## config.mk

```make
export PLATFORM = sky130hd
export DESIGN_NAME = mdu_seq
export DESIGN_NICKNAME = d
export VERILOG_FILES = /design/src/rtl/mdu_seq.sv
export SDC_FILE = /design/constraint.sdc
export NUM_CORES = 1
export LEC_CHECK = 0
export ABC_AREA = 1
export CAP_MARGIN = 20
export CORE_MARGIN = 4
export CORE_UTILIZATION = 55
export CTS_BUF_LIST = sky130_fd_sc_hd__clkbuf_8
export CTS_CLUSTER_DIAMETER = 80
export DETAILED_ROUTE_END_ITERATION = 10
export PLACE_DENSITY = 0.74
export SLEW_MARGIN = 20
export SYNTH_ARGS = -nofsm -noshare
export SYNTH_HDL_FRONTEND = slang
export SYNTH_SLANG_ARGS = --single-unit
```

## constraint.sdc

```tcl
create_clock -name clk -period 4.6 [get_ports clk]
set_input_delay 0.92 -clock clk [delete_from_list [all_inputs] [get_ports clk]]
set_output_delay 0.92 -clock clk [all_outputs]
set_load 0.005 [all_outputs]
```

## src/rtl/mdu_seq.sv

```systemverilog
// Iterative RV32M multiply/divide sequencer: radix-2 shift-add multiply and
// restoring divide, one bit per cycle, stalling the core until result is ready.
module mdu_seq (
    input  logic        clk,
    input  logic        rst,
    input  logic        start,
    input  logic [2:0]  funct3,
    input  logic [31:0] opA,
    input  logic [31:0] opB,
    output logic        stall,
    output logic        busy,
    output logic        done,
    output logic [31:0] result
);

    typedef enum logic [2:0] {IDLE, PREP, ITER, FIX, DONE} state_t;

    state_t      state, state_nxt;
    logic [2:0]  op;
    logic [31:0] a_raw, b_raw;
    logic [31:0] a_mag, b_mag;
    logic        neg_a, neg_b;
    logic [63:0] acc;
    logic [5:0]  cnt;

    logic        is_div, sgn_a, sgn_b;
    logic        div_zero, div_ovf, special;
    logic [31:0] special_val;
    logic [32:0] mul_sum;
    logic [32:0] rem_sh;
    logic        rem_ge;
    logic [31:0] rem_sub;
    logic [63:0] prod;
    logic [31:0] quo, rem;
    logic [31:0] fix_val;

    // Operation decode and the division special cases that bypass the loop.
    always_comb begin
        is_div   = op[2];
        sgn_a    = (op == 3'b001) || (op == 3'b010) || (op == 3'b100) || (op == 3'b110);
        sgn_b    = (op == 3'b001) || (op == 3'b100) || (op == 3'b110);
        div_zero = is_div && (b_raw == 32'd0);
        div_ovf  = ((op == 3'b100) || (op == 3'b110)) &&
                   (a_raw == 32'h8000_0000) && (b_raw == 32'hFFFF_FFFF);
        special  = div_zero || div_ovf;
        if (div_zero)
            special_val = op[1] ? a_raw : 32'hFFFF_FFFF;
        else
            special_val = op[1] ? 32'd0 : 32'h8000_0000;
    end

    // One iteration step; the remainder lives in acc[63:32], quotient/product low half in acc[31:0].
    always_comb begin
        mul_sum = {1'b0, acc[63:32]} + (b_mag[0] ? {1'b0, a_mag} : 33'd0);
        rem_sh  = {acc[63:32], a_mag[31]};
        rem_ge  = (rem_sh >= {1'b0, b_mag});
        rem_sub = rem_sh[31:0] - b_mag;
    end

    always_comb begin
        prod = (neg_a ^ neg_b) ? -acc : acc;
        quo  = (neg_a ^ neg_b) ? -acc[31:0] : acc[31:0];
        rem  = neg_a ? -acc[63:32] : acc[63:32];
        case (op)
            3'b000:                 fix_val = prod[31:0];
            3'b001, 3'b010, 3'b011: fix_val = prod[63:32];
            3'b100, 3'b101:         fix_val = quo;
            default:                fix_val = rem;
        endcase
    end

    always_comb begin
        state_nxt = state;
        case (state)
            IDLE:    if (start) state_nxt = PREP;
            PREP:    state_nxt = special ? DONE : ITER;
            ITER:    if (cnt == 6'd31) state_nxt = FIX;
            FIX:     state_nxt = DONE;
            DONE:    state_nxt = IDLE;
            default: state_nxt = IDLE;
        endcase
        stall = ((state == IDLE) && start) || (state == PREP) || (state == ITER) || (state == FIX);
        busy  = (state != IDLE);
        done  = (state == DONE);
    end

    always_ff @(posedge clk) begin
        if (rst) begin
            state  <= IDLE;
            op     <= 3'd0;
            a_raw  <= 32'd0;
            b_raw  <= 32'd0;
            a_mag  <= 32'd0;
            b_mag  <= 32'd0;
            neg_a  <= 1'b0;
            neg_b  <= 1'b0;
            acc    <= 64'd0;
            cnt    <= 6'd0;
            result <= 32'd0;
        end else begin
            state <= state_nxt;
            case (state)
                IDLE: begin
                    if (start) begin
                        op    <= funct3;
                        a_raw <= opA;
                        b_raw <= opB;
                    end
                end
                PREP: begin
                    neg_a <= sgn_a && a_raw[31];
                    neg_b <= sgn_b && b_raw[31];
                    a_mag <= (sgn_a && a_raw[31]) ? -a_raw : a_raw;
                    b_mag <= (sgn_b && b_raw[31]) ? -b_raw : b_raw;
                    acc   <= 64'd0;
                    cnt   <= 6'd0;
                    if (special)
                        result <= special_val;
                end
                ITER: begin
                    cnt <= cnt + 6'd1;
                    if (is_div) begin
                        acc[63:32] <= rem_ge ? rem_sub : rem_sh[31:0];
                        acc[31:0]  <= {acc[30:0], rem_ge};
                        a_mag      <= a_mag << 1;
                    end else begin
                        acc   <= {mul_sum, acc[31:1]};
                        b_mag <= b_mag >> 1;
                    end
                end
                FIX:     result <= fix_val;
                default: ;
            endcase
        end
    end

endmodule
```

==> impl_metrics.toml <==
[timing]
fin_setup_tns_ns = 0
setup_viol = 0
fin_crit_sh_pct = 85.1
drv_slew = 0
slew_headroom_pct = 28.6
fmaxAchievable_mhz = 256
min_period_ns = 3.91
worst_pin_slew_ns = 1.07
rsz0062_at_grt = "false"
finalClockSkew_ns = 0.0164
hold_viol = 0

[placement]
port_buffers = 104
dp_cells = 3841
finalWeightedCongestion = 1.07
dp_hpwl_microns = 64600
placed_area_sq_um = 21400

[critical_path]
cpPeakStageDelay_ns = 0.57
rr_startpoint = "b_mag[0]"
path_buf_inv = 4
crit_chain = "inv_2, nor2_1, buf_4, inv_1, nand4_1, clkdlybuf4s50_1"
crit_fanout = 24
cp-end-kind = "output pin"
critPathArrivalTime_ns = 2.99
crit_type = "reg2out"
crit_path_top_delay_cell = "inv_1"
startpoint = "state[1]"
cpLargestDelayFamily = "buffers and inverters"
cp-start-kind = "register"
required_ns = 3.68

[floorplan]
io_pins = 105
start_util_pct = 55.6
num_rows = 70
fp.coreArea_sq_um = 36400
die_w_microns = 200
die_h_microns = 200
dieArea_sq_um = 40000

[synthesis]
synth_edf_count = 0
synthFlopType = "dfxtp_1"
yosysTopAreaCell = "dfxtp_1"
syn_nets = 3529
synth_compound_area_share_pct = 22.0
synthXorXnorAreaFrac_pct = 3.07
synth_top_family_by_area = "simple AND/OR/NAND/NOR gates"
synth_top_area_share_pct = 23.5
yosys-top-cells-area = "dfxtp_1, nand2_1, a21oi_1"
synth-seq-cells = 238
synth_warnings = 0
yosysSeqAreaShare_pct = 23.5
syn_area_sq_um = 20300
syn_avg_cell_area_sq_um = 5.99
yosys.area_share.simple_pct = 35.5
async_flop_share_pct = 0
synthAdderAreaFrac_pct = 4.58
muxShareOfSynthArea_pct = 0
synthCells = 3386
synth_cell_types = 59

[final_layout]
layout-drive-gt1-share_pct = 6.94
layout.cells.non_filler = 3914
layout.nets = 3561
area_delta_synth_final_pct = 9.99
fin_area_sq_um = 22300

[min_path]
min_from = "b_mag[12]"
hp-class = "reg2reg"

[global_route]
grtUsageTotal_pct = 40.0
grt_pass1_vias = 21800
antenna_found_initial = 0
grt_start_max_net_pins = 91
grt-ovfl-total = 0
grt_pass1_wl_microns = 125000

[clocking]
clock-sinks = 238
h-tree-depth = 2
post_cts_buffers = 0
cts_resized = 0
clk_pin_slew_worst_paths_ns = 0.06
cts_made_buffers = 43
clk_latency_ns = 0.62
postCtsHoldBufs = 0
ctsLongestPathBuffers = 3
root_buffer = "clkbuf_8"
tritoncts = "built"

[job]
drv_cap = 0

[pwr]
vdd_drop_max_mv = 0.449
p_total_w = 0.00982
leakage_nw = 10.4
power_density_nw_per_um2 = 441

[status]
status = "finished, final reports clean"

[route]
first_pass_iters = 6
drc = 0
ant_nets = 0
routedWlPerCell_microns = 21.3
via_per_inst = 6.14
dr.first_iter.drc_count = 3179
num_vias = 24000
wl_microns = 83400
## state kept, by name, indices dropped and copies added, names as in the netlist
signal  count
b_raw      32
a_mag      32
neg_a       1
a_raw      32
neg_b       1
b_mag      32
state       3
acc        64
op          3
result     32
cnt         6
## layout by cell type (no fill, tap or decap), types with 20 or more instances in the layout
master           instances
clkdlybuf4s50_1        103
o221ai_1                20
xor2_1                  44
a22oi_1                 36
o21bai_1                21
nand3_1                275
nand4_1                 43
xnor2_1                 27
nor2_2                  31
clkbuf_8                54
o211ai_1                43
buf_4                   26
nor2_1                 311
a21oi_2                 31
o21ai_0                195
nor3_1                  30
inv_1                  406
inv_2                   29
nand2_1                896
dfxtp_1                238
a21oi_1                321
ha_1                    71
o21ai_1                 60
## power by group
group          switching [W]  internal [W]  total [W]
sequential          0.000299       0.00228    0.00258
combinational        0.00368       0.00149    0.00517
clock               0.000957       0.00111    0.00207
total                0.00494       0.00488    0.00982
## cells by family (layout without fill, tap and decap cells)
kind of cell,after synthesis,after routing
AND/OR/NAND/NOR,1656,1656
buffers and inverters,573,632
XOR/XNOR,71,71
adder cells (fa/ha/maj),73,73
other,0,1
AO/OA/AOI/OAI,775,775
flip-flops,238,238
## layout make-up
| class | instances | area, sq um |
|---|---|---|
| well taps | 468 | 586 |
| inverters | 431 | 1630 |
| fillers | 3583 | 14100 |
| multi-input cells | 2575 | 13200 |
| repair buffers | 129 | 1230 |
| clock buffers | 54 | 743 |
| clock inverters | 18 | 123 |
| diodes | 1 | 2.50 |
| flip-flops and latches | 238 | 4760 |
## through the flow
| step | utilization [%] | setup slack, ns | hold WS, ns |
|---|---|---|---|
| 2_1_floorplan | - | 1.90 | 0.444 |
| 3_3_place_gp | 58.8 | 1.10 | 0.453 |
| 3_5_place_dp | 58.8 | 1.07 | 0.457 |
| 4_1_cts | 61.2 | 0.777 | 0.467 |
| 5_1_grt | 61.2 | 0.620 | 0.495 |
| 6_report | 61.2 | 0.687 | 0.468 |
## layer usage
metal	wire, microns	track usage [%]	vias up
li1	-	-	11200
met1	34000	54.6	11000
met2	34400	58.7	1487
met3	10300	10.9	300
met5	0	0	-
met4	4660	19.1	0
## cells in the mapped netlist (10+ instances only)
library cell and number:
a31oi_1 12, o21ai_0 195, dfxtp_1 238, inv_1 397, nor2_1 311, nand3_1 276
xnor2_1 27, a22oi_1 36, nor3_1 30, xor2_1 44, buf_1 12, a21oi_1 322
o211ai_1 43, nand2_1 896, o21bai_1 21, a21oi_2 30, nand4_1 43, clkbuf_1 82
nand2_2 12, ha_1 71, nor2_2 32, o221ai_1 20, o21ai_1 60, buf_6 10
inv_2 29, buf_2 27
## final timing paths
check | slack [ns] | endpoint | cells after the start
max | 0.69 | stall | 6
min | 0.47 | b_mag[12] | 2
min reg2reg | 0.47 | b_mag[12] | 2
max reg2reg | 1.13 | acc[54] | 15
## worst register-to-register path: cells and delay by family, from the launching register on
family          cells  cell delay (ns)
simple gates       10             1.15
fa+ha+maj           2             0.76
flops               1             1.02
xor+xnor            1             0.13
compound gates      1             0.21
buf+inv             1             0.14
No activity file was read; power rests on OpenSTA's default activity.
